<file path="src/rtl/rv_pkg.sv">
// Shared RV32I decode constants: opcodes, instruction field positions and the
// per-opcode control decode used by the operand-fetch stage.
package rv_pkg;

  localparam logic [6:0] OPC_LUI     = 7'b0110111;
  localparam logic [6:0] OPC_AUIPC   = 7'b0010111;
  localparam logic [6:0] OPC_JAL     = 7'b1101111;
  localparam logic [6:0] OPC_JALR    = 7'b1100111;
  localparam logic [6:0] OPC_BRANCH  = 7'b1100011;
  localparam logic [6:0] OPC_LOAD    = 7'b0000011;
  localparam logic [6:0] OPC_STORE   = 7'b0100011;
  localparam logic [6:0] OPC_OPIMM   = 7'b0010011;
  localparam logic [6:0] OPC_OP      = 7'b0110011;
  localparam logic [6:0] OPC_MISCMEM = 7'b0001111;
  localparam logic [6:0] OPC_SYSTEM  = 7'b1110011;

  localparam int OPC_MSB = 6;
  localparam int OPC_LSB = 0;
  localparam int RD_MSB  = 11;
  localparam int RD_LSB  = 7;
  localparam int RS1_MSB = 19;
  localparam int RS1_LSB = 15;
  localparam int RS2_MSB = 24;
  localparam int RS2_LSB = 20;

  typedef struct packed {
    logic writes;
    logic uses_rs1;
    logic uses_rs2;
    logic illegal;
  } dec_ctrl_t;

  function automatic dec_ctrl_t decode_ctrl(input logic [6:0] opc);
    dec_ctrl_t c;
    c = '{writes: 1'b0, uses_rs1: 1'b0, uses_rs2: 1'b0, illegal: 1'b0};
    case (opc)
      OPC_LUI, OPC_AUIPC, OPC_JAL: c.writes = 1'b1;
      OPC_JALR, OPC_LOAD, OPC_OPIMM: begin
        c.writes   = 1'b1;
        c.uses_rs1 = 1'b1;
      end
      OPC_OP: begin
        c.writes   = 1'b1;
        c.uses_rs1 = 1'b1;
        c.uses_rs2 = 1'b1;
      end
      OPC_BRANCH, OPC_STORE: begin
        c.uses_rs1 = 1'b1;
        c.uses_rs2 = 1'b1;
      end
      OPC_MISCMEM, OPC_SYSTEM: c.illegal = 1'b0;
      default: c.illegal = 1'b1;
    endcase
    return c;
  endfunction

endpackage

</file>
<file path="src/rtl/rv_imm_gen.sv">
// Combinational RV32I immediate extraction; OP and unsupported opcodes give 0,
// MISC-MEM/SYSTEM carry their I-format field.
module rv_imm_gen
  import rv_pkg::*;
#(
  parameter int XLEN = 32
) (
  input  logic [31:0]     i_instr,
  output logic [XLEN-1:0] o_imm
);

  logic [31:0] imm_s;

  // Select the immediate format from the opcode.
  always_comb begin
    imm_s = 32'd0;
    case (i_instr[OPC_MSB:OPC_LSB])
      OPC_LUI, OPC_AUIPC: imm_s = {i_instr[31:12], 12'd0};
      OPC_JAL:            imm_s = {{12{i_instr[31]}}, i_instr[19:12], i_instr[20], i_instr[30:21], 1'b0};
      OPC_BRANCH:         imm_s = {{20{i_instr[31]}}, i_instr[7], i_instr[30:25], i_instr[11:8], 1'b0};
      OPC_STORE:          imm_s = {{21{i_instr[31]}}, i_instr[30:25], i_instr[11:7]};
      OPC_JALR, OPC_LOAD, OPC_OPIMM, OPC_MISCMEM, OPC_SYSTEM:
                          imm_s = {{21{i_instr[31]}}, i_instr[30:20]};
      default:            imm_s = 32'd0;
    endcase
  end

  assign o_imm = XLEN'($signed(imm_s));

endmodule

</file>
<file path="src/rtl/reg_read_stage.sv">
// RV32I decode / operand-fetch stage: register file read with writeback bypass,
// scoreboard-based RAW stall, and one output register toward execute.
module reg_read_stage
  import rv_pkg::*;
#(
  parameter int  XLEN  = 32,
  parameter int  NREGS = 32,
  localparam int AW    = $clog2(NREGS)
) (
  input  logic            clk,
  input  logic            rst_n,
  input  logic            i_if_valid,
  output logic            o_if_ready,
  input  logic [XLEN-1:0] i_if_pc,
  input  logic [31:0]     i_if_instr,
  output logic [AW-1:0]   o_rf_rd1_addr,
  input  logic [XLEN-1:0] i_rf_rd1_data,
  output logic [AW-1:0]   o_rf_rd2_addr,
  input  logic [XLEN-1:0] i_rf_rd2_data,
  input  logic [AW-1:0]   i_wb_addr,
  input  logic [XLEN-1:0] i_wb_data,
  input  logic            i_wb_en,
  input  logic            i_flush,
  output logic            o_ex_valid,
  input  logic            i_ex_ready,
  output logic [XLEN-1:0] o_ex_pc,
  output logic [31:0]     o_ex_instr,
  output logic [XLEN-1:0] o_ex_rs1_val,
  output logic [XLEN-1:0] o_ex_rs2_val,
  output logic [XLEN-1:0] o_ex_imm,
  output logic [AW-1:0]   o_ex_rd,
  output logic            o_ex_rd_we,
  output logic            o_ex_illegal
);

  dec_ctrl_t       ctrl_s;
  logic [AW-1:0]   rs1_s, rs2_s, rd_s;
  logic [XLEN-1:0] imm_s, rs1_val_s, rs2_val_s;
  logic            wb_hit1_s, wb_hit2_s, raw1_s, raw2_s;
  logic            out_free_s, accept_s, issue_s, rd_we_s;

  logic [NREGS-1:0] busy_q, busy_d;
  logic             ex_valid_q, ex_valid_d;
  logic [XLEN-1:0]  ex_pc_q, ex_pc_d, ex_rs1_q, ex_rs1_d, ex_rs2_q, ex_rs2_d, ex_imm_q, ex_imm_d;
  logic [31:0]      ex_instr_q, ex_instr_d;
  logic [AW-1:0]    ex_rd_q, ex_rd_d;
  logic             ex_rd_we_q, ex_rd_we_d, ex_illegal_q, ex_illegal_d;

  assign ctrl_s  = decode_ctrl(i_if_instr[OPC_MSB:OPC_LSB]);
  assign rs1_s   = AW'(i_if_instr[RS1_MSB:RS1_LSB]);
  assign rs2_s   = AW'(i_if_instr[RS2_MSB:RS2_LSB]);
  assign rd_s    = AW'(i_if_instr[RD_MSB:RD_LSB]);
  assign rd_we_s = ctrl_s.writes && (rd_s != {AW{1'b0}});

  assign o_rf_rd1_addr = rs1_s;
  assign o_rf_rd2_addr = rs2_s;

  rv_imm_gen #(.XLEN(XLEN)) u_imm_gen (
    .i_instr (i_if_instr),
    .o_imm   (imm_s)
  );

  assign wb_hit1_s = i_wb_en && (i_wb_addr == rs1_s);
  assign wb_hit2_s = i_wb_en && (i_wb_addr == rs2_s);

  // Operand bypass: x0 is hardwired, a same-cycle writeback beats the stale file.
  always_comb begin
    rs1_val_s = i_rf_rd1_data;
    rs2_val_s = i_rf_rd2_data;
    if (rs1_s == {AW{1'b0}})  rs1_val_s = {XLEN{1'b0}};
    else if (wb_hit1_s)       rs1_val_s = i_wb_data;
    else                      rs1_val_s = i_rf_rd1_data;
    if (rs2_s == {AW{1'b0}})  rs2_val_s = {XLEN{1'b0}};
    else if (wb_hit2_s)       rs2_val_s = i_wb_data;
    else                      rs2_val_s = i_rf_rd2_data;
  end

  // A source is unsafe if already issued and not yet written back, or still held here.
  assign raw1_s = ctrl_s.uses_rs1 && (rs1_s != {AW{1'b0}}) &&
                  ((busy_q[rs1_s] && !wb_hit1_s) || (ex_valid_q && ex_rd_we_q && (ex_rd_q == rs1_s)));
  assign raw2_s = ctrl_s.uses_rs2 && (rs2_s != {AW{1'b0}}) &&
                  ((busy_q[rs2_s] && !wb_hit2_s) || (ex_valid_q && ex_rd_we_q && (ex_rd_q == rs2_s)));

  assign out_free_s = !ex_valid_q || (i_ex_ready && !i_flush);
  assign o_if_ready = out_free_s && !raw1_s && !raw2_s && !i_flush;
  assign accept_s   = i_if_valid && o_if_ready;
  assign issue_s    = ex_valid_q && i_ex_ready && !i_flush;

  // Output register next state: flush kills, accept loads, issue alone drains.
  always_comb begin
    ex_valid_d   = ex_valid_q;
    ex_pc_d      = ex_pc_q;
    ex_instr_d   = ex_instr_q;
    ex_rs1_d     = ex_rs1_q;
    ex_rs2_d     = ex_rs2_q;
    ex_imm_d     = ex_imm_q;
    ex_rd_d      = ex_rd_q;
    ex_rd_we_d   = ex_rd_we_q;
    ex_illegal_d = ex_illegal_q;
    if (i_flush) begin
      ex_valid_d = 1'b0;
    end else if (accept_s) begin
      ex_valid_d   = 1'b1;
      ex_pc_d      = i_if_pc;
      ex_instr_d   = i_if_instr;
      ex_rs1_d     = rs1_val_s;
      ex_rs2_d     = rs2_val_s;
      ex_imm_d     = imm_s;
      ex_rd_d      = ctrl_s.writes ? rd_s : {AW{1'b0}};
      ex_rd_we_d   = rd_we_s;
      ex_illegal_d = ctrl_s.illegal;
    end else if (issue_s) begin
      ex_valid_d = 1'b0;
    end else begin
      ex_valid_d = ex_valid_q;
    end
  end

  // Scoreboard: writeback clears, issue sets, set wins on collision.
  always_comb begin
    busy_d = busy_q;
    for (int r = 0; r < NREGS; r++) begin
      busy_d[r] = (busy_q[r] && !(i_wb_en && (i_wb_addr == AW'(r)))) ||
                  (issue_s && ex_rd_we_q && (ex_rd_q == AW'(r)));
    end
    busy_d[0] = 1'b0;
  end

  // State registers.
  always_ff @(posedge clk or negedge rst_n) begin
    if (!rst_n) begin
      busy_q       <= {NREGS{1'b0}};
      ex_valid_q   <= 1'b0;
      ex_pc_q      <= {XLEN{1'b0}};
      ex_instr_q   <= 32'd0;
      ex_rs1_q     <= {XLEN{1'b0}};
      ex_rs2_q     <= {XLEN{1'b0}};
      ex_imm_q     <= {XLEN{1'b0}};
      ex_rd_q      <= {AW{1'b0}};
      ex_rd_we_q   <= 1'b0;
      ex_illegal_q <= 1'b0;
    end else begin
      busy_q       <= busy_d;
      ex_valid_q   <= ex_valid_d;
      ex_pc_q      <= ex_pc_d;
      ex_instr_q   <= ex_instr_d;
      ex_rs1_q     <= ex_rs1_d;
      ex_rs2_q     <= ex_rs2_d;
      ex_imm_q     <= ex_imm_d;
      ex_rd_q      <= ex_rd_d;
      ex_rd_we_q   <= ex_rd_we_d;
      ex_illegal_q <= ex_illegal_d;
    end
  end

  assign o_ex_valid   = ex_valid_q;
  assign o_ex_pc      = ex_pc_q;
  assign o_ex_instr   = ex_instr_q;
  assign o_ex_rs1_val = ex_rs1_q;
  assign o_ex_rs2_val = ex_rs2_q;
  assign o_ex_imm     = ex_imm_q;
  assign o_ex_rd      = ex_rd_q;
  assign o_ex_rd_we   = ex_rd_we_q;
  assign o_ex_illegal = ex_illegal_q;

endmodule

</file>
<file path="config.mk">
export PLATFORM = sky130hd
export DESIGN_NAME = reg_read_stage
export DESIGN_NICKNAME = d
export VERILOG_FILES = /design/src/rtl/rv_pkg.sv /design/src/rtl/rv_imm_gen.sv /design/src/rtl/reg_read_stage.sv
export SDC_FILE = /design/constraint.sdc
export NUM_CORES = 1
export LEC_CHECK = 0
export BUFFER_PORTS_ARGS = -buffer_cell sky130_fd_sc_hd__buf_2
export CAP_MARGIN = 20
export CORE_MARGIN = 2
export CORE_UTILIZATION = 25
export DETAILED_ROUTE_END_ITERATION = 6
export HOLD_SLACK_MARGIN = 0.12
export SETUP_SLACK_MARGIN = 0.5
export SYNTH_ARGS = -nofsm -noshare
export SYNTH_HDL_FRONTEND = slang
export SYNTH_SLANG_ARGS = --single-unit
</file>
<file path="constraint.sdc">
create_clock -name clk -period 5.51 [get_ports clk]
set_clock_uncertainty 0.05 [all_clocks]
set_input_delay 0.8265 -clock clk [delete_from_list [all_inputs] [get_ports clk]]
set_output_delay 0.8265 -clock clk [all_outputs]
set_load 0.03 [all_outputs]
</file>
# Word-level counts from Yosys, hierarchy flattened
# Index checks and enable logic that the tools add are counted.
dict set report op_classes {
  eq_ne 77
  n_reduce_logical 197
  muxes 17
  bitwise 1
  magnitude_cmp 2
}
# operator count
set op_table {}
lappend op_table {{$eq 5x5->1 const B} 32}
lappend op_table {{$pmux 32 s5} 1}
lappend op_table {{$mux 32} 4}
lappend op_table {{$logic_and 1x1->1} 113}
lappend op_table {{$eq 5x4->1 const B} 16}
lappend op_table {{$eq 5x3->1 const B} 8}
lappend op_table {{$logic_not 1->1} 37}
lappend op_table {{$logic_or 1x1->1} 34}
lappend op_table {{$eq 7x7->1 const B} 4}
lappend op_table {{$eq 7x6->1 const B} 3}
lappend op_table {{$eq 5x2->1 const B} 4}
lappend op_table {{$eq 5x5->1} 4}
lappend op_table {{$reduce_bool 5->1} 3}
lappend op_table {{$eq 7x5->1 const B} 2}
lappend op_table {{$lt 5x6->1 const B} 2}
lappend op_table {{$reduce_or 11->1} 1}
lappend op_table {{$bmux 1 s5} 2}
lappend op_table {{$eq 5x1->1 const B} 2}
lappend op_table {{$logic_not 5->1} 2}
lappend op_table {{$mux 1} 9}
lappend op_table {{$eq 7x2->1 const B} 1}
lappend op_table {{$eq 7x4->1 const B} 1}
lappend op_table {{$reduce_or 7->1} 1}
lappend op_table {{$reduce_or 6->1} 1}
lappend op_table {{other kinds (7)} 7}
dict set report word_totals {
  input_bits 171
  ff_bits 199
}

# Logic depth before layout (Yosys ltp)
# Gate-level depths: netlist of the first run.
dict set report logic_depth {
  depth_word 13
  depth_mapped 11
  depth_no_buf 7
}

# Cells and area by module
# Synthesis of the first run repeated with hierarchy kept, for this count alone.
dict set report unflattened {
  hier_cells 879
  area_unflattened_um2 10588.9
}
# mod n_inst area_each_um2 cells_per_inst seq_area_each_um2
set modules_own_cells {}
lappend modules_own_cells {reg_read_stage 1 10027.1 794 4979.8}
lappend modules_own_cells {rv_imm_gen 1 561.8 85 0.0}

# Worst setup path after synthesis of the first run
# OpenSTA, ideal clock, no wires.
dict set report synth_path {
  path_kind {input to output}
  start {input port i_if_instr[20]}
  end {output port o_if_ready}
  cell_stages 7
  path_buffers 2
  arrival_ns 2.421
  slack_ns 2.212
  cell_sequence {buf_2 > buf_2 > mux4_2 > mux2i_1 > a21oi_1 > mux2i_1 > o21a_1}
}
dict set report synth_between {
  elab_chain_cells 9
}
# item line_no
set synth_rtl {}
lappend synth_rtl {{start, declared} reg_read_stage.sv:15} ;# input logic [31:0] i_if_instr,
lappend synth_rtl {{parallel branches: the longest is 5 deep, another holds $bmux 1 s5} n/a}
lappend synth_rtl {{$logic_and 1x1->1 *} reg_read_stage.sv:81} ;# assign raw2_s = ctrl_s.uses_rs2 && (rs2_s != {AW{1'b0}}) &&
lappend synth_rtl {{$logic_not 1->1 *} reg_read_stage.sv:85} ;# assign o_if_ready = out_free_s && !raw1_s && !raw2_s && !i_flush;
lappend synth_rtl {{$logic_and 1x1->1 * (2 in series)} reg_read_stage.sv:85}
lappend synth_rtl {{end, declared} reg_read_stage.sv:13} ;# output logic o_if_ready,
# Mark *: on every way between the ends. The select of a mux whose other input is x is not followed.

# Worst setup path after layout of the first run
# Same ends and word-level chain as after synthesis.

==> impl_metrics.tcl, run 1 <==
set metrics [dict create \
    status "completed" \
    grt_pass1_vias 7787 \
    slew_violations 0 \
    die_x_um 205 \
    drive_gt1_share_pct 37.7 \
    cp-start-kind "input pin" \
    areaGrowthSynthToFinish_pct 26.7 \
    route.met2.wl_um 15500 \
    wl_met3_um 2420 \
    portBuffers 349 \
    yosys.area_share.xor_xnor_pct 1.74 \
    rsz0062_at_grt "false" \
    yosysUniqueCellTypes 53 \
    cts_max_level 4 \
    switching_power_mw 1.47 \
    drt_iter0_drc 383 \
    routabilityCongestion 0.803 \
    cts-root-buf "clkbuf_16" \
    wl_met1_um 12400 \
    clock_sinks 199 \
    pwr-share-comb_pct 26.6 \
    hpwl_um 23400 \
    required_ns 4.63 \
    power_frac_seq_pct 42.4 \
    avgSynthCellArea_sq_um 11.5 \
    synth_area_leaders "dfrtp_1 50%, mux2i_1 11%, mux2_1 11%" \
    rrSetupSlack_ns 2.62 \
    netlist_area_sq_mm 0.0101 \
    place_inst 1686 \
    netSwitchingFraction_pct 35.6 \
    antenna_found_initial 1 \
    synth_top_area_cell "dfrtp_1" \
    synth_mux_area_share_pct 28.6 \
    grt.total_usage_pct 14.5 \
    synth_compound_area_share_pct 6.88 \
    drc 0 \
    setup_viol 0 \
    syn_inst 874 \
    grt_max_degree 129 \
    internal_power_mw 2.66 \
    numCtsBuffers 17 \
    grt_pass1_wl_um 45900 \
    leakage_nw 5.96 \
    synth_edf_count 0 \
    synth_adder_area_share_pct 0 \
    tightest_slew_ns 1.00 \
    yosysTopAreaCellShare_pct 49.5 \
    clkPwrFrac_pct 31.0 \
    dr.pass1.iters 4 \
    hold_violations 0 \
    synthSimpleGateAreaFrac_pct 7.62 \
    ys_seq_elements 199 \
    hp-class "in2async" \
    synth_fp_nets 1045 \
    num_vias 7851 \
    clock_latency_ns 0.45 \
    seq_area_frac_synth_pct 49.5 \
    irDropWorstVdd_uv 224 \
    ys.flop_type "dfrtp_1" \
    cap_violations 0 \
    fin_cells 1718 \
    top_layer "met5" \
    rows 73 \
    wl_per_cell_um 18.0 \
    die_area_sq_mm 0.0418 \
    pwr_density_cell_mw_per_mm2 324 \
    cts_tree "done" \
    finalWirelength_um 31000 \
    clk_pin_slew_ns 0.07 \
    io_pins 350 \
    drtAntennaViolNets 0 \
    critPathCaptureType "output port" \
    cp_max_fo 34 \
    final.setup.tns_ns 0 \
    diodes 0 \
    power_mw 4.13 \
    via_per_inst 4.57 \
    yosys_warnings 0 \
    cts_hold_buf 0 \
    async_reset_ff_share_pct 100 \
    nets 1351 \
    arrival_ns 2.99 \
    synth_top_family_by_area "multiplexers" \
    coreArea_sq_mm 0.0397 \
    fmax_ghz 0.259 \
    initial_utilization_pct 25.3 \
    clockBufferDepth 2 \
    relSlewSlack_pct 33.1 \
    finalCriticalPeriod_ns 3.86 \
    path_class "in2out" \
    post-cts-setup-buffers 0 \
    post_cts_resized 0 \
    fp.dieH_um 205 \
    grt_overflow 0 \
    final.period_utilization_pct 70.1 \
]
## Yosys cell counts, drive strengths merged (4+ instances only)
| library cell | n |
|---|---|
| nand2 | 37 |
| mux4 | 11 |
| and2 | 4 |
| a21oi | 28 |
| clkbuf | 20 |
| mux2i | 108 |
| buf | 50 |
| nor2b | 5 |
| xor2 | 9 |
| o21ai | 72 |
| or4 | 4 |
| inv | 40 |
| mux2 | 137 |
| dfrtp | 199 |
| nor2 | 76 |
| nand4 | 4 |
| nand3 | 14 |
| a22o | 5 |
| nor4 | 5 |
| xnor2 | 11 |
| and3 | 4 |
## critical path: stages
cell and delay, ns:
buf_2 0.23, or2_1 0.31, nor4_4 0.14, buf_4 0.40
or4_1 0.19, o211ai_1 0.11, a31oi_1 0.37, o21a_1 0.21
buf_2 0.20
## state kept, by name, indices dropped and copies added, names as in the netlist
name          count
o_ex_valid        1
o_ex_rd_we        1
o_ex_rs1_val     32
o_ex_instr       32
o_ex_imm         32
o_ex_illegal      1
busy_q           31
o_ex_rs2_val     32
o_ex_pc          32
o_ex_rd           5
## power by group through the flow
stage | logic (mW) | registers [mW] | clock network, mW
after floorplan | 0.315 | 2.17 | 0
after global placement | 1.11 | 1.77 | 0
after detailed placement | 1.11 | 1.78 | 0
after CTS | 1.12 | 1.76 | 1.34
after global routing | 1.17 | 1.78 | 1.39
final | 1.10 | 1.75 | 1.28
## final timing paths
path | end | cells after the start | start
worst max-delay path | o_if_ready | 9 | i_if_instr[20]
worst max register to register | o_ex_pc[11] | 8 | o_ex_rd[2]
max in group asynchronous | busy_q[28] | 2 | rst_n
worst min register to register | o_ex_rs1_val[1] | 1 | o_ex_rs1_val[1]
min in group clk | o_ex_rs1_val[1] | 1 | o_ex_rs1_val[1]
worst min-delay path | o_ex_pc[7] | 1 | rst_n
## placed cells by master, fill, tap and decap left out, drive strengths merged, types with 2 or more instances in the layout
cell    Yosys  final
o211ai      2      2
or4         4      4
nand2b      2      2
nand3      14     14
o21a        3      3
mux2      137    137
a21oi      28     28
nand3b      2      2
a21boi      2      2
or3         2      2
nor3        2      2
a22o        5      5
and3        4      4
clkbuf     20     18
inv        40     48
a311oi      2      2
or2         3      3
o21ai      72     72
buf        50    356
xnor2      11     11
and2        4      4
dfrtp     199    199
xor2        9      9
nor4        5      5
mux2i     108    108
mux4       11     11
nor2       76     76
nor2b       5      5
clkinv      0      6
nand4       4      4
nand2      37     37
## routing by layer
layer  global-route usage [%]  up-vias
met5                        0        -
met4                     4.27        2
met3                     4.85       30
met2                     25.6      254
met1                     16.7     3904
li1                         -     3661
## cell type report
cell class / instances / area [sq um]
clock buffers: 17 / 425
clock inverters: 15 / 159
fillers: 4064 / 27000
inverters: 40 / 150
multi-input cells: 565 / 4520
flip-flops and latches: 199 / 4980
well taps: 525 / 657
repair buffers: 357 / 1840
## stage by stage
stage / util (%) / hold WS, ns / worst slack [ns] / area, sq um
final: 32.1 / 0.320 / 1.65 / 12700
after global routing: 32.1 / 0.356 / 1.52 / 12700
after CTS: 32.1 / 0.330 / 1.65 / 12700
after detailed placement: 30.6 / 0.425 / 1.65 / 12200
after global placement: 30.6 / 0.418 / 1.66 / 12200
after floorplan: - / 0.432 / 2.21 / 10100
## logic make-up (layout without fill, tap and decap cells)
logic type	Yosys count	after routing
mux	256	256
compound gates	123	123
buf+inv	110	429
simple gates	166	166
xor+xnor	20	20
flops	199	199
Note: power is estimated with default switching activity, not from simulation.
==> run 2: changes to the inputs <==
--- a/config.mk
+++ b/config.mk
@@ -5,6 +5,7 @@
 export SDC_FILE = /design/constraint.sdc
 export NUM_CORES = 1
 export LEC_CHECK = 0
+export ABC_AREA = 1
 export BUFFER_PORTS_ARGS = -buffer_cell sky130_fd_sc_hd__buf_2
 export CAP_MARGIN = 20
 export CORE_MARGIN = 2
==> constraint.sdc (replaced) <==
create_clock -name clk -period 3.4 [get_ports clk]
set_clock_uncertainty 0.05 [all_clocks]
set_input_delay 0.51 -clock clk [delete_from_list [all_inputs] [get_ports clk]]
set_output_delay 0.51 -clock clk [all_outputs]
set_load 0.03 [all_outputs]
==> run 2 against run 1 <==
  * Clock-buffer cell count increased by 1
  * Setup slack got worse by 0.97 ns
  * Critical path depth increased by 3
  * Synthesized cell count increased by 69%
  * Sequential power increased by 61%
  * Worst hold slack got worse by 0.14 ns
  * Sequential share of layout area decreased by 3.2 points
  * Clock power increased by 65%
  * Critical path type unchanged
  * Largest cell class is now multi-input combinational cells
==> impl_metrics.tcl, run 2 <==
set metrics [dict create \
    nets 1916 \
    synth_fp_nets 1652 \
    synth_mux_area_share_pct 0 \
    required_ns 2.84 \
    rows 76 \
    relSlewSlack_pct 22.5 \
    irDropWorstVdd_uv 255 \
    cts_max_level 4 \
    grt_overflow 0 \
    place_inst 2309 \
    numCtsBuffers 17 \
    place_ws_ns 0.186 \
    cp_max_fo 20 \
    die_x_um 214 \
    status "completed" \
    yosys_warnings 0 \
    areaGrowthSynthToFinish_pct 26.2 \
    drc 0 \
    leakage_nw 7.32 \
    clockBufferDepth 2 \
    fin_cells 2345 \
    synth_adder_area_share_pct 0 \
    finalWirelength_um 45100 \
    layout_commonest_cell "nand2_1" \
    grt_max_degree 168 \
    arrival_ns 2.17 \
    fp.dieH_um 214 \
    initial_utilization_pct 25.4 \
    hp-class "in2reg" \
    io_pins 350 \
    drt_iter0_drc 1323 \
    coreArea_sq_mm 0.0433 \
    drive_gt1_share_pct 25.2 \
    critPathBufInv 3 \
    pwr_density_cell_mw_per_mm2 494 \
    clk_pin_slew_ns 0.08 \
    seq_area_frac_synth_pct 45.3 \
    worst_path_most_repeated_cell "nand2_1" \
    clock_sinks 199 \
    rsz0062_at_grt "false" \
    slowest_delay_ns 0.32 \
    ys.flop_type "dfrtp_1" \
    avgSynthCellArea_sq_um 7.42 \
    yosysUniqueCellTypes 33 \
    synth_compound_area_share_pct 8.93 \
    slew_violations 0 \
    hpwl_um 30700 \
    portBuffers 349 \
    synthSimpleGateAreaFrac_pct 37.0 \
    dr.pass1.iters 5 \
    setup_viol 0 \
    crit_chain "buf_4, inv_2, nand2_1, nand2_1, nand2_1, nand3_1, nand3_1, nand3_2, nand2_2, a21oi_4, and2_4, buf_6" \
    final.period_utilization_pct 80.2 \
    fillers 4682 \
    clock_latency_ns 0.50 \
    yosysTopAreaCellShare_pct 45.3 \
    grt.total_usage_pct 19.3 \
    worst_slack_ns 0.674 \
    synth.most_common_cell "nand2_1" \
    ys_seq_elements 199 \
    cts-root-buf "clkbuf_16" \
    yosys.area_share.xor_xnor_pct 0.319 \
    synth_edf_count 0 \
    via_per_inst 5.13 \
    synth_top_area_cell "dfrtp_1" \
    cts_tree "done" \
    antenna_found_initial 1 \
    hold_violations 0 \
    die_area_sq_mm 0.0456 \
    routabilityCongestion 0.871 \
    tightest_slew_ns 1.16 \
    wl_per_cell_um 19.2 \
    slowest_stage "inv_2" \
    fmax_ghz 0.367 \
    grt_pass1_vias 11300 \
    grt_pass1_wl_um 66900 \
    layout_common_cells "533 x nand2_1, 345 x buf_2, 235 x nand4_1" \
    syn_inst 1481 \
    num_vias 12000 \
    path_class "in2out" \
    synth_area_leaders "dfrtp_1 45%, nand2_1 18%, nand4_1 13%" \
    netlist_area_sq_mm 0.0110 \
    synthTopCellsByCount "534 x nand2_1, 235 x nand4_1, 199 x dfrtp_1, 74 x o21ai_0, 70 x a21oi_1" \
    critPathCaptureType "output port" \
    drtAntennaViolNets 0 \
    synth_top_family_by_area "simple AND/OR/NAND/NOR gates" \
    crit_family "simple AND/OR/NAND/NOR gates" \
    async_reset_ff_share_pct 100 \
    cp-start-kind "input pin" \
    finalCriticalPeriod_ns 2.73 \
    final.setup.tns_ns 0 \
    cap_violations 0 \
]
run 2: cell types whose count changed after synthesis, moves of 41 or more:
| cell | delta |
|---|---|
| a21oi_1 | +42 |
| clkbuf_1 | +41 |
| mux2_1 | -95 |
| mux2_2 | -42 |
| mux2i_1 | -108 |
| nand2_1 | +497 |
| nand3_1 | +55 |
| nand4_1 | +231 |
| nor2_1 | -42 |
run 2: metal layers:
| layer | track usage, % | part of all wire, % | wire [um] |
|---|---|---|---|
| met5 | 0 | 0 | 0 |
| met4 | 8.14 | 2.8 | 1270 |
| met3 | 5.01 | 8.8 | 3980 |
| met2 | 29.2 | 45 | 20400 |
| met1 | 26.2 | 43 | 19500 |
run 2: what timing repair did:
action	4_1_cts	5_1_grt
hold buffers	1	0
setup buffers	0	1
endpoints found under the hold margin	66	0
pin swaps	0	1
resized for setup	8	4
setup endpoints to repair	1	1
run 2: path summary, 6_finish.rpt:
check	start	endpoint	slack (ns)	cells past startpoint
max	i_if_instr[20]	o_if_ready	0.67	12
min	i_flush	o_ex_valid	0.18	2
max reg2reg	busy_q[4]	o_ex_pc[6]	0.71	11
min reg2reg	o_ex_pc[7]	o_ex_pc[7]	0.42	2
max in group asynchronous	rst_n	o_ex_rs1_val[18]	1.95	3
min in group asynchronous	rst_n	o_ex_pc[25]	0.54	2
run 2: layout make-up:
class	count	area (sq um)	share of cell area (%)
Timing Repair Buffer	380	2090	15.1
Clock inverter	14	151	1.09
Inverter	77	289	2.08
Sequential cell	199	4980	35.9
Multi-Input combinational cell	1070	5170	37.3
Clock buffer	18	439	3.17
Tap cell	585	732	5.28
Antenna cell	2	5.00	0.0361
run 2: cell families (layout without fill, tap and decap cells):
logic type             Yosys count  after routing
other                            0              2
XOR/XNOR                         4              4
AND/OR/NAND/NOR                888            888
buffers and inverters          212            489
flip-flops                     199            199
AO/OA/AOI/OAI                  178            178
run 2: stage by stage:
step | utilization [%] | hold slack (ns) | power, mW | cell area, sq um
3_5_place_dp | 30.5 | 0.403 | 4.79 | 13200
3_3_place_gp | 30.5 | 0.398 | 4.77 | 13200
4_1_cts | 32.0 | 0.122 | 6.96 | 13800
2_1_floorplan | - | 0.164 | 4.03 | 11000
5_1_grt | 32.0 | 0.149 | 7.22 | 13900
6_report | 32.0 | 0.177 | 6.85 | 13900
run 2: report_power, final:
part | total, mW | internal (mW) | switching, mW
sequential | 2.81 | 2.65 | 0.162
clock | 2.11 | 1.00 | 1.11
combinational | 1.93 | 0.518 | 1.41
==> run 3: changes to the inputs <==
==> constraint.sdc (replaced) <==
create_clock -name clk -period 2.3 [get_ports clk]
set_clock_uncertainty 0.05 [all_clocks]
set_input_delay 0.345 -clock clk [delete_from_list [all_inputs] [get_ports clk]]
set_output_delay 0.345 -clock clk [all_outputs]
set_load 0.03 [all_outputs]
==> run 3 against run 2 <==
  * The run now ends with negative setup slack left
  * Core utilization grew 7.0 points
  * Clock power up 57%
  * Combinational power rose by 88%
  * Design area is 22% higher
  * First-iteration DRC count rose by 0.23%
  * Worst hold slack got worse by 0.0079 ns
  * Routed wire length up 14%
  * Sequential share of layout area fell by 6.4 points
  * Cell count up 9.1%
  * Die area stayed put
  * Global-route usage increased by 3.0 points
==> impl_metrics.tcl, run 3 (synthesis results as in run 2) <==
set metrics [dict create \
    hp-class "in2reg" \
    via_per_inst 5.16 \
    met3_usage_pct 4.38 \
    drive_gt1_share_pct 32.8 \
    fp.dieH_um 214 \
    slowest_stage "dfrtp_1" \
    fmax_ghz 0.402 \
    rsz0062_at_grt "true" \
    worst_slack_ns -0.186 \
    grt_overflow 0 \
    grtUsageMet2_pct 35.6 \
    cp_max_fo 3 \
    place_ws_ns -0.165 \
    arrival_ns 2.09 \
    cts-root-buf "clkbuf_16" \
    slowest_delay_ns 0.44 \
    r2r-start "busy_q[1]" \
    required_ns 1.90 \
    layout_common_cells "526 x nand2_1, 346 x buf_2, 235 x nand4_1" \
    coreArea_sq_mm 0.0433 \
    grt_max_degree 75 \
    violations "negative setup slack" \
    regArea_sq_mm 0.00499 \
    tightest_slew_ns 0.660 \
    critPathCaptureType "output port" \
    routabilityCongestion 0.906 \
    crit_chain "nand2_1, nand3_1, nand2_1, nand2_1, nand3_1, nand3_1, nand3_2, nand2_2, a21oi_4, buf_12, and2_4, buf_6" \
    dr.pass1.iters 6 \
    drtAntennaViolNets 0 \
    cap_violations 0 \
    worstSetupStartpoint "busy_q[5]" \
    hpwl_um 33000 \
    cts_max_level 4 \
    critPathBufInv 2 \
    path_class "reg2out" \
    grt_pass1_vias 12800 \
    layout_commonest_cell "nand2_1" \
    crit_family "simple AND/OR/NAND/NOR gates" \
    clockBufferDepth 2 \
    drc 0 \
    initial_utilization_pct 25.4 \
    hold_violations 0 \
    status "complete, but fails checks" \
    grt_pass1_wl_um 76800 \
    irDropWorstVdd_uv 564 \
    leakage_nw 8.80 \
    placed_area_sq_mm 0.0142 \
    finalCriticalPeriod_ns 2.49 \
    final.period_utilization_pct 108 \
    nets 2130 \
    io_pins 350 \
    cp-start-kind "register" \
    postLayoutCellArea_sq_mm 0.0169 \
    grt.met1_usage_pct 29.5 \
    wl_per_cell_um 20.2 \
    multi_input_area_sq_mm 0.00533 \
    portBuffers 349 \
    endpoint "o_if_ready" \
    die_x_um 214 \
    rows 76 \
    finalWirelength_um 51600 \
    pwr_density_cell_mw_per_mm2 657 \
    fillers 4406 \
    grt.total_usage_pct 22.4 \
    slew_violations 0 \
    areaGrowthSynthToFinish_pct 53.8 \
    setup_viol 154 \
    grt_busiest_layer "met2" \
    reg2regPathDepth 19 \
    rrSetupSlack_ns -0.14 \
    relSlewSlack_pct 56.0 \
    place_inst 2401 \
    clk_pin_slew_ns 0.07 \
    drt_iter0_drc 1326 \
    cts_tree "done" \
    whs_ns 0.169 \
    r2r-end "o_ex_imm[29]" \
    die_area_sq_mm 0.0456 \
    fin_cells 2559 \
    antenna_found_initial 1 \
    clock_sinks 199 \
    clock_latency_ns 0.49 \
    power_mw 11.1 \
    num_vias 13200 \
    numCtsBuffers 17 \
    worstSetupPathDepth 12 \
]
## run 3: worst min-delay path by stage
stage,startpoint,endpoint,slack (ns),depth (start not counted)
floorplan,rst_n,busy_q[10],-0.0006,0
global placement,rst_n,o_ex_rs2_val[5],0.31,1
detailed placement,rst_n,o_ex_rs1_val[5],0.31,1
CTS,i_rf_rd2_data[18],o_ex_rs2_val[18],0.12,5
global route,i_if_instr[31],o_ex_instr[31],0.16,3
finish,i_if_instr[31],o_ex_instr[31],0.17,3
## run 3: worst min-delay path, delay by kind of cell
| family | cells | cell delay, ns |
|---|---|---|
| buffers and inverters | 1 | 0.15 |
| AND/OR/NAND/NOR | 2 | 0.17 |
## run 3: metal layers
metal  vias up  share of wire [%]  wire, um
li1       6042                  -         -
met1      6364                 43     22100
met2       688                 47     24200
met3       103                7.1      3690
met4         0                3.1      1590
met5         -                  0         0
## run 3: power by group
part	total, mW	switching [mW]	internal, mW
sequential	4.16	0.240	3.92
combinational	3.63	2.31	1.31
clock	3.32	1.50	1.83
total	11.1	4.05	7.06
## run 3: final cells by class
class,instances,area share (%)
inverters,77,1.87
repair buffers,594,29.1
well taps,585,4.33
clock inverters,10,0.992
diodes,3,0.0444
multi-input cells,1070,31.5
clock buffers,21,2.61
flip-flops and latches,199,29.5
## run 3: timing repair
| item | in CTS | in global routing |
|---|---|---|
| hold endpoints to repair | 123 | 0 |
| endpoints found under the setup margin | 169 | 171 |
| pin swaps | 115 | 66 |
| gates cloned | 27 | 1 |
| gates resized for setup | 94 | 27 |
| setup buffers | 36 | 6 |
| hold buffers | 54 | 0 |
## run 3: through the flow
step           TNS [ns]  util [%]
2_1_floorplan         0         -
3_3_place_gp     -11.21      32.8
3_5_place_dp     -15.95      32.8
4_1_cts           -6.00      38.7
5_1_grt          -25.47      39.0
6_report         -12.31      39.1
